`src/rtl/ps2_dev_tx.sv`:
```
// Device-side PS/2 transmitter (keyboard emulator).
// Serialises one byte per frame (start, 8 data LSB first, odd parity, stop)
// and generates the PS/2 clock itself. If the host pulls the clock low while
// the device is releasing it, the frame is aborted and retried from the start.
module ps2_dev_tx #(
    parameter int clk_freq = 50000000,
    parameter int ps2_freq = 12500
) (
    input  logic       clk,
    input  logic       rst,
    input  logic [7:0] tx_data,
    input  logic       tx_wr,
    output logic       tx_busy,
    output logic       tx_done,
    output logic       tx_abort,
    output logic       ps2_clk_out,
    output logic       ps2_dat_out,
    input  logic       ps2_clk_in
);

    localparam int HALF = clk_freq / (2 * ps2_freq);
    localparam int CW   = $clog2(2 * HALF);
    localparam logic [CW-1:0] HALF_LAST = CW'(HALF - 1);
    localparam logic [CW-1:0] FULL_LAST = CW'(2 * HALF - 1);

    typedef enum logic [2:0] {
        IDLE,
        HOLD,
        HIGH,
        LOW,
        GAP
    } state_e;

    state_e        state_q, state_d;
    logic [CW-1:0] cnt_q, cnt_d;
    logic [3:0]    bit_q, bit_d;
    logic [7:0]    data_q, data_d;
    logic          clk_out_q, clk_out_d;
    logic          dat_out_q, dat_out_d;
    logic          busy_q, busy_d;
    logic          done_q, done_d;
    logic          abort_q, abort_d;
    logic          clkSync1_q, clkSync2_q;
    logic          clkDly1_q, clkDly2_q;

    logic [10:0]   frame;
    logic [3:0]    nextBit;
    logic          inhibit;

    assign frame   = {1'b1, ~^data_q, data_q, 1'b0};
    assign nextBit = bit_q + 4'd1;

    // The synchronised clock reflects the line two cycles ago, so it is
    // compared against our own drive delayed by the same two cycles; this
    // keeps our own low phase from being mistaken for a host inhibit.
    assign inhibit = ~clkSync2_q & clk_out_q & clkDly2_q;

    // Two-flop synchroniser for the sensed clock plus matching drive delay.
    always_ff @(posedge clk or posedge rst) begin
        if (rst) begin
            clkSync1_q <= 1'b0;
            clkSync2_q <= 1'b0;
            clkDly1_q  <= 1'b1;
            clkDly2_q  <= 1'b1;
        end else begin
            clkSync1_q <= ps2_clk_in;
            clkSync2_q <= clkSync1_q;
            clkDly1_q  <= clk_out_q;
            clkDly2_q  <= clkDly1_q;
        end
    end

    // State, divider, shift data and all registered outputs.
    always_ff @(posedge clk or posedge rst) begin
        if (rst) begin
            state_q   <= IDLE;
            cnt_q     <= '0;
            bit_q     <= '0;
            data_q    <= '0;
            clk_out_q <= 1'b1;
            dat_out_q <= 1'b1;
            busy_q    <= 1'b0;
            done_q    <= 1'b0;
            abort_q   <= 1'b0;
        end else begin
            state_q   <= state_d;
            cnt_q     <= cnt_d;
            bit_q     <= bit_d;
            data_q    <= data_d;
            clk_out_q <= clk_out_d;
            dat_out_q <= dat_out_d;
            busy_q    <= busy_d;
            done_q    <= done_d;
            abort_q   <= abort_d;
        end
    end

    // Next-state logic; the divider reloads to zero on every state change.
    always_comb begin
        state_d   = state_q;
        cnt_d     = cnt_q + 1'b1;
        bit_d     = bit_q;
        data_d    = data_q;
        clk_out_d = clk_out_q;
        dat_out_d = dat_out_q;
        busy_d    = busy_q;
        done_d    = 1'b0;
        abort_d   = 1'b0;
        case (state_q)
            IDLE: begin
                cnt_d     = '0;
                clk_out_d = 1'b1;
                dat_out_d = 1'b1;
                if (tx_wr && !busy_q) begin
                    data_d  = tx_data;
                    busy_d  = 1'b1;
                    state_d = HOLD;
                end
            end
            HOLD: begin
                clk_out_d = 1'b1;
                dat_out_d = 1'b1;
                if (!clkSync2_q) begin
                    cnt_d = '0;
                end else if (cnt_q == FULL_LAST) begin
                    cnt_d     = '0;
                    bit_d     = '0;
                    dat_out_d = frame[0];
                    state_d   = HIGH;
                end
            end
            HIGH: begin
                if (inhibit && bit_q <= 4'd9) begin
                    cnt_d     = '0;
                    clk_out_d = 1'b1;
                    dat_out_d = 1'b1;
                    abort_d   = 1'b1;
                    state_d   = HOLD;
                end else if (cnt_q == HALF_LAST) begin
                    cnt_d     = '0;
                    clk_out_d = 1'b0;
                    state_d   = LOW;
                end
            end
            LOW: begin
                if (cnt_q == HALF_LAST) begin
                    cnt_d     = '0;
                    clk_out_d = 1'b1;
                    if (bit_q == 4'd10) begin
                        dat_out_d = 1'b1;
                        state_d   = GAP;
                    end else begin
                        bit_d     = nextBit;
                        dat_out_d = frame[nextBit];
                        state_d   = HIGH;
                    end
                end
            end
            GAP: begin
                clk_out_d = 1'b1;
                dat_out_d = 1'b1;
                if (cnt_q == FULL_LAST) begin
                    cnt_d   = '0;
                    done_d  = 1'b1;
                    busy_d  = 1'b0;
                    state_d = IDLE;
                end
            end
            default: begin
                cnt_d   = '0;
                state_d = IDLE;
            end
        endcase
    end

    assign tx_busy     = busy_q;
    assign tx_done     = done_q;
    assign tx_abort    = abort_q;
    assign ps2_clk_out = clk_out_q;
    assign ps2_dat_out = dat_out_q;

endmodule

```
`config.mk`:
```
export PLATFORM = sky130hd
export DESIGN_NAME = ps2_dev_tx
export DESIGN_NICKNAME = d
export VERILOG_FILES = /design/src/rtl/ps2_dev_tx.sv
export SDC_FILE = /design/constraint.sdc
export NUM_CORES = 1
export LEC_CHECK = 0
export ABC_AREA = 0
export ABC_CLOCK_PERIOD_IN_PS = 3200
export BUFFER_PORTS_ARGS = -buffer_cell sky130_fd_sc_hd__buf_2
export CORE_MARGIN = 2
export CORE_UTILIZATION = 59
export CTS_CLUSTER_DIAMETER = 40
export DETAILED_ROUTE_END_ITERATION = 6
export GPL_ROUTABILITY_DRIVEN = 0
export PLACE_DENSITY = 0.88
export SYNTH_ARGS = -nofsm -noshare
export SYNTH_HDL_FRONTEND = slang
export SYNTH_SLANG_ARGS = --single-unit
export TNS_END_PERCENT = 20
```
`constraint.sdc`:
```
create_clock -name clk -period 3.2 [get_ports clk]
set_clock_uncertainty 0.15 [all_clocks]
set_input_delay 0.64 -clock clk [delete_from_list [all_inputs] [get_ports clk]]
set_output_delay 0.64 -clock clk [all_outputs]
set_load 0.01 [all_outputs]
```
======== Yosys cells after proc, flatten, opt, wreduce, memory -nomap -nowiden ========
Index checks and enable logic that the tools add are counted.
W data, S select, Z words.
storage, ports and cells
  register bits after elaboration ......... 36
  output and inout bits ................... 5
cells by class
  $add $sub $neg .......................... 2
  reductions and logical operators ........ 17
  equal/unequal tests ..................... 15
  mux-type cells .......................... 38
  bitwise logic cells ..................... 3
  magnitude comparators ................... 2
operator list
  cell                     number
  $mux W12                 4
  $pmux W12 S4             1
  $mux W3                  8
  $mux W4                  4
  $mux W1                  15
  $pmux W3 S5              1
  $ne A2 B2 Y1 const B     7
  $add A12 B1 Y12 const B  1
  $eq A12 B11 Y1 const B   1
  $eq A12 B12 Y1 const B   1
  $reduce_and A3 Y1        3
  $pmux W4 S2              1
  $reduce_xnor A8 Y1       1
  $eq A3 B2 Y1 const B     2
  $reduce_and A6 Y1        1
  $lt A4 B5 Y1 const B     1
  $reduce_and A5 Y1        1
  $add A4 B1 Y4 const B    1
  $bmux W1 S4              1
  $eq A4 B4 Y1 const B     1
  $le A4 B4 Y1 const B     1
  $pmux W1 S4              1
  $reduce_bool A2 Y1       2
  $reduce_bool A4 Y1       1
  other kinds (14)         16

======== Longest topological paths before layout ========
Gate-level depths: netlist (run 1).
  word-level depth ........................ 6
  mapped depth ............................ 9

======== Least setup slack after synthesis (run 1) ========
OpenSTA, ideal clock, no wires.
  kind .................................... register to register
  start ................................... register bit_q[0]
  end ..................................... register dat_out_q, in the netlist ps2_dat_out
  clock period less this slack ............ 2,321 ps
  data arrival time ....................... 2,081 ps
  buffers on the path ..................... 2
  cell stages (with the launch flop) ...... 10
  setup time .............................. 90 ps
  slack ................................... 879 ps
  cell sequence ........................... dfrtp_1 > clkbuf_1 > inv_1 > ha_1 > clkbuf_1 > mux2i_1 > o22ai_1 > o32ai_1 > o2111a_1 > o211ai_1
on the way
  longest elaborated chain between the ends .. 6
  elaborated cells on any way between the ends .. 11
  those cells by class .................... add/sub: 1; order compare: 1; eq/ne: 2; mux: 5; reduce/logical: 2
RTL lines
  element                        RTL line  source
  start: declaration             36        logic [3:0] bit_q, bit_d;
  start signal: assignment       88        bit_q <= bit_d;
  $add A4 B1 Y4                  51        assign nextBit = bit_q + 4'd1;
  $bmux W1 S4                    154       dat_out_d = frame[nextBit];
  $mux W1 (implied by the code)  154
  $mux W1                        149       if (bit_q == 4'd10) begin
  $mux W1                        146       if (cnt_q == HALF_LAST) begin
  $pmux W1 S4                    109       case (state_q)
  end signal: assignment         91        dat_out_q <= dat_out_d;
  end: declaration               39        logic dat_out_q, dat_out_d;
Several ways; a longest one is shown, not always the timed one. The select of a mux whose other input is x is not followed.
A chain may end at the register's enable or synchronous reset.

======== Final worst setup path (run 1) ========
Same ends and word-level chain as after synthesis.

==> qor.csv, run 1 <==
metric,value,unit
Die H,62.7,um
Final ANT Viol Nets,0,
first-pass GRT wire length,7.01,mm
post-synthesis net count,223,
cts hold-fix bufs,0,
Worst R2R Start,bit_q[0],
final setup margin,0.846,ns
CP Data Arrival Time,2.48,ns
Via density,5.86,
Num CTS Buffers,5,
setup TNS,0,ns
nets,239,
post_cts resized,0,
post-CTS setup repair buffer count,0,
average wire per standard cell,14.9,um
Detailed Routing Iterations Pass 1,4,
die area,3930,um^2
Clock Tree Buf Depth,2,
"Cell Area, Synth",2030,um^2
CP Launch Point,bit_q[0],
RSZ-0062 raised after global routing,no,
Worst Tran Pin Value,0.736,ns
worst min path class,reg -> reg,
CTS H-tree depth,2,
hpwl dp,2.94,mm
Std-Cell Rows,21,
status,"complete, no violations",
Static Leakage,0.919,nW
antenna cells,0,
CTS root buf,clkbuf_4,
Highest Clock Rate,0.425,GHz
Worst Path Required,3.32,ns
WL final,4.00,mm
Final min period,2.35,ns
Cell variety after synth,49,
Pwr Total,0.000789,W
max_slew headroom,0.509,
max_cap viols,0,
IO Count,17,
maximum vdd drop,0.000279,V
vias,1575,
CTS tree,yes,
number of global-route vias before repair,1563,
Crit Path Max Fanout,14,
core area,3340,um^2
Place WS,0.893,ns
Top Metal Used,met4,
Clock Pin Slew Worst Setup and Hold Paths,0.11,ns
Main synth FF type,dfrtp_1,
Synth Instances,206,
I/O Buffers,16,
Ys Warns,0,
overall die width,62.7,um
initial core utilization,0.610,
pwr dens,355,nW/um^2
met3 WL,196,um
critical path launch point type,register,
Tot GR Track Use,0.227,
R2R cell count,7,
DRC violations left,0,
Detailed Route Iter0 Violations,142,
layout cells sized above 1,0.193,
max-slew violation count,0,
sequential area share after synthesis,0.445,
largest net degree at the start of global routing,21,
final setup fails,0,
met1 WL,1.74,mm
clock sink count,36,
clk_lat worst skew,0.35,ns
r2r setup slk,0.85,ns
R2R Path End,ps2_dat_out,
ys async rst share,1.00,
"flops & latches, synth",36,
crit share post-route,0.736,
initial antenna violation count,0,
Setup crit end,ps2_dat_out,
Hold Fails Final Rpt,0,
Synth Area per Inst,9.88,um^2
CP Class,reg -> reg,
Post-synth EDFFs,0,
global route overflow,0,
routed wl met2,2.00,mm
Layout Area Growth over Synthesis,9.23,%
critical path capture point type,register,
==> worst min-delay path by stage <==
| stage | from | to | slack, ns | depth (start not counted) |
|---|---|---|---|---|
| floorplan | clkSync1_q | clkSync2_q | 0.18 | 0 |
| global placement | clkSync1_q | clkSync2_q | 0.18 | 0 |
| detailed placement | clkSync1_q | clkSync2_q | 0.19 | 0 |
| CTS | clkSync1_q | clkSync2_q | 0.21 | 0 |
| global route | clkDly1_q | clkDly2_q | 0.22 | 0 |
| finish | clkSync1_q | clkSync2_q | 0.21 | 0 |
==> report_power, final <==
part	switching [W]	total [W]	internal (W)	leakage, nW
combinational	0.0000122	0.0000194	0.00000724	0.397
sequential	0.00000138	0.000458	0.000456	0.480
clock	0.000148	0.000312	0.000164	0.0422
total	0.000161	0.000789	0.000627	0.919
==> synthesized netlist by cell type, drive strengths merged, types with 3 or more instances <==
cell type | number | area (um^2)
nand4 | 6 | 37.5
nand3 | 8 | 40.0
a21boi | 3 | 22.5
o21ai | 5 | 25.0
a21oi | 6 | 30.0
nor2b | 5 | 31.3
o22ai | 3 | 18.8
xnor2 | 11 | 96.3
and3 | 3 | 18.8
dfstp | 4 | 105
xor2 | 6 | 52.6
mux2 | 8 | 90.1
nand2 | 18 | 67.6
nor4 | 6 | 50.0
inv | 7 | 26.3
ha | 5 | 62.6
nand2b | 3 | 18.8
dfrtp | 32 | 801
mux2i | 4 | 40.0
nor2 | 23 | 86.3
clkbuf | 8 | 30.0
==> sequential cells by signal, summed over array words and instances (netlist names) <==
signal	cells
cnt_q	12
data_q	8
bit_q	4
state_q	3
clkDly1_q	1
clkDly2_q	1
clkSync1_q	1
clkSync2_q	1
ps2_clk_out	1
ps2_dat_out	1
tx_abort	1
tx_busy	1
tx_done	1
==> layer usage <==
metal	track usage	vias to the layer above
li1	-	771
met1	0.292	757
met2	0.379	41
met3	0.0486	6
met4	0.0833	0
met5	0	-
==> metrics by stage <==
step | utilization | area (um^2) | hold WS [ns] | cells
3_3_place_gp | 0.643 | 2150 | 0.183 | 261
5_1_grt | 0.666 | 2220 | 0.221 | 269
6_report | 0.666 | 2220 | 0.208 | 269
2_1_floorplan | - | 2030 | 0.181 | 206
3_5_place_dp | 0.643 | 2150 | 0.190 | 261
4_1_cts | 0.666 | 2220 | 0.213 | 269
==> cell usage in the layout, fill, tap and decap left out, types with 5 or more instances in the layout <==
| cell type | n |
|---|---|
| mux2_2 | 8 |
| nand4_1 | 6 |
| xnor2_1 | 11 |
| dfrtp_1 | 32 |
| xor2_1 | 6 |
| buf_2 | 16 |
| ha_1 | 5 |
| nand2_1 | 18 |
| a21oi_1 | 6 |
| inv_1 | 7 |
| nor2b_1 | 5 |
| nand3_1 | 8 |
| clkbuf_4 | 5 |
| nor2_1 | 23 |
| o21ai_0 | 5 |
==> layout make-up <==
type / instances / area, um^2
multi-input combinational: 154 / 1060
inverter: 7 / 26.3
clock inverter: 2 / 35.0
clock buffer: 6 / 41.3
tap: 46 / 57.6
timing repair buffer: 18 / 95.1
fill: 276 / 1110
sequential: 36 / 906
==> worst max-delay path, cell delays in order, from the launching register on <==
cell	delay (ns)
dfrtp_1	0.61
inv_1	0.14
ha_1	0.46
mux2i_1	0.27
o22ai_1	0.11
o32ai_1	0.24
o2111a_1	0.22
o211ai_1	0.08
==> logic make-up after synthesis <==
family | after synthesis | synth area share
simple gates | 82 | 0.212
compound gates | 37 | 0.130
flops | 36 | 0.445
xor+xnor | 17 | 0.0732
buf+inv | 16 | 0.0332
mux | 13 | 0.0750
fa+ha+maj | 5 | 0.0308
Note: power is estimated with default switching activity, not from simulation.
==> run 2: changes to the inputs <==
--- a/config.mk
+++ b/config.mk
@@ -6,7 +6,7 @@
 export NUM_CORES = 1
 export LEC_CHECK = 0
 export ABC_AREA = 0
-export ABC_CLOCK_PERIOD_IN_PS = 3200
+export ABC_CLOCK_PERIOD_IN_PS = 2200
 export BUFFER_PORTS_ARGS = -buffer_cell sky130_fd_sc_hd__buf_2
 export CORE_MARGIN = 2
 export CORE_UTILIZATION = 59
==> constraint.sdc (replaced) <==
create_clock -name clk -period 2.2 [get_ports clk]
set_clock_uncertainty 0.15 [all_clocks]
set_input_delay 0.44 -clock clk [delete_from_list [all_inputs] [get_ports clk]]
set_output_delay 0.44 -clock clk [all_outputs]
set_load 0.01 [all_outputs]
==> qor.csv, run 2 (synthesized netlist as in run 1, its figures left out) <==
metric,value,unit,change
Crit Path Max Fanout,5,,-9
overall die width,62.7,um,unchanged
Min Hold Slack,0.0179,ns,-0.190 ns
crit-path cells,ha_1 -> nand3_1 -> nor4_1 -> nand2_1 -> mux2i_1 -> a32o_1,,
Bufs and invs on worst path,0,,-1
core area,3340,um^2,unchanged
nets,250,,+4.6%
Switching Fraction,0.224,,+0.0192
CTS root buf,clkbuf_4,,
Comb pwr share,0.027,,+0.002
final setup fails,0,,unchanged
worst stage delay on the critical path,0.45,ns,-0.16 ns
Largest Register,cnt_q,,
Final ANT Viol Nets,0,,unchanged
status,"complete, no violations",,
Via density,5.88,,+0.40%
first-pass GRT wire length,7.29,mm,+3.9%
Worst Path Required,2.29,ns,-1.03 ns
maximum vdd drop,0.000381,V,+36%
Multi-input gate area,1080,um^2,+1.7%
Detailed Route Iter0 Violations,140,,-1.4%
hpwl dp,3.14,mm,+7.0%
crit share post-route,0.957,,+0.221
CP Data Arrival Time,2.19,ns,-0.29 ns
die area,3930,um^2,unchanged
"commonest non-fill, non-tap cell in the layout",dfrtp_1,,
Die H,62.7,um,unchanged
RSZ-0062 raised after global routing,yes,,
WL final,4.34,mm,+8.6%
Sequential Power Share,0.625,,+0.045
clock sink count,36,,unchanged
"CP delay by family, top",simple AND/OR/NAND/NOR gates,,
crit path max-delay cell type,nor4_1,,
Layout Area Growth over Synthesis,13.4,%,
critical path launch point type,register,,
initial core utilization,0.610,,unchanged
Pwr Total,0.00106,W,+35%
Std-Cell Rows,21,,unchanged
max_cap viols,0,,unchanged
vias,1646,,+4.5%
Cell Int Power,0.000826,W,+32%
Final min period,2.10,ns,-0.250 ns
Tot GR Track Use,0.237,,+0.00970
average wire per standard cell,15.5,um,+4.4%
Detailed Routing Iterations Pass 1,7,,+3
clock group share of total power,0.348,,-0.047
Hold Fails Final Rpt,0,,unchanged
IO Count,17,,unchanged
antenna cells,0,,unchanged
Clock Pin Slew Worst Setup and Hold Paths,0.12,ns,about the same
worst min path class,in -> async,,
Static Leakage,0.981,nW,+6.7%
DRC violations left,0,,unchanged
fill cell count,279,,+1.1%
Highest Clock Rate,0.475,GHz,+12%
max-slew violation count,0,,unchanged
largest net degree at the start of global routing,37,,+76%
CTS tree,yes,,
most frequent cells in the layout,"dfrtp_1, nor2_1, nand2_1",,
number of global-route vias before repair,1577,,+0.90%
Num CTS Buffers,5,,unchanged
max_slew headroom,0.651,,+0.143
I/O Buffers,16,,unchanged
layout cells sized above 1,0.239,,+0.0465
CTS H-tree depth,2,,unchanged
storage element area,906,um^2,unchanged
global route overflow,0,,unchanged
CP Class,reg -> reg,,
Largest regs,"cnt_q (12), data_q (8), bit_q (4)",,
Clock Tree Buf Depth,2,,unchanged
max reg flops,12,,unchanged
Net Switching,0.000238,W,+48%
Worst Tran Pin Value,0.519,ns,-0.217 ns
critical path capture point type,register,,
clk_lat worst skew,0.35,ns,about the same
initial antenna violation count,0,,unchanged
pwr dens,462,nW/um^2,+30%
run 2: path summary, 6_finish.rpt:
kind / to / slack [ns] / from / cells after the start
max: bit_q[1] / 0.1 / cnt_q[0] / 6
min: cnt_q[7] / 0.02 / rst / 3
max reg2reg: bit_q[1] / 0.1 / cnt_q[0] / 6
min reg2reg: clkDly2_q / 0.20 / clkDly1_q / 0
max in group asynchronous: clkDly1_q / 1.52 / rst / 3
min in group clk: clkSync1_q / 0.05 / ps2_clk_in / 1
run 2: power by group through the flow:
stage               clock network (W)  registers (W)  logic (W)
floorplan                           0       0.000677  0.0000144
global placement                    0       0.000678  0.0000286
detailed placement                  0       0.000678  0.0000294
CTS                          0.000375       0.000666  0.0000294
global route                 0.000412       0.000666  0.0000339
finish                       0.000370       0.000666  0.0000291
run 2: worst min-delay path, cell delays in order:
cell and delay [ns]:
buf_2 0.09, inv_1 0.04, buf_4 0.39
run 2: layout make-up:
class / count / area share
multi-input combinational: 154 / 0.467
sequential: 36 / 0.393
timing repair buffer: 29 / 0.0770
tap: 46 / 0.0249
clock buffer: 6 / 0.0222
inverter: 7 / 0.0114
clock inverter: 2 / 0.00434
run 2: per-layer routing:
layer,GRT usage,share of wire
met5,0,0
met4,0.100,0.023
met3,0.0432,0.042
met2,0.376,0.48
met1,0.321,0.45
run 2: stage by stage:
step / setup slack [ns] / setup TNS [ns] / cell area [um^2] / instances / util
floorplan: 0.0748 / 0 / 2040 / 206 / -
global placement: 0.182 / 0 / 2210 / 270 / 0.663
detailed placement: 0.0928 / 0 / 2210 / 270 / 0.663
CTS: 0.0766 / 0 / 2270 / 278 / 0.682
global route: -0.0265 / -0.0604 / 2310 / 280 / 0.691
finish: 0.0956 / 0 / 2310 / 280 / 0.691
run 2: repair_timing:
| action | CTS | global route |
|---|---|---|
| endpoints found under the setup margin | 0 | 16 |
| buffers inserted | 0 | 2 |
| gates resized for setup | 0 | 2 |
| hold buffers | 0 | 0 |
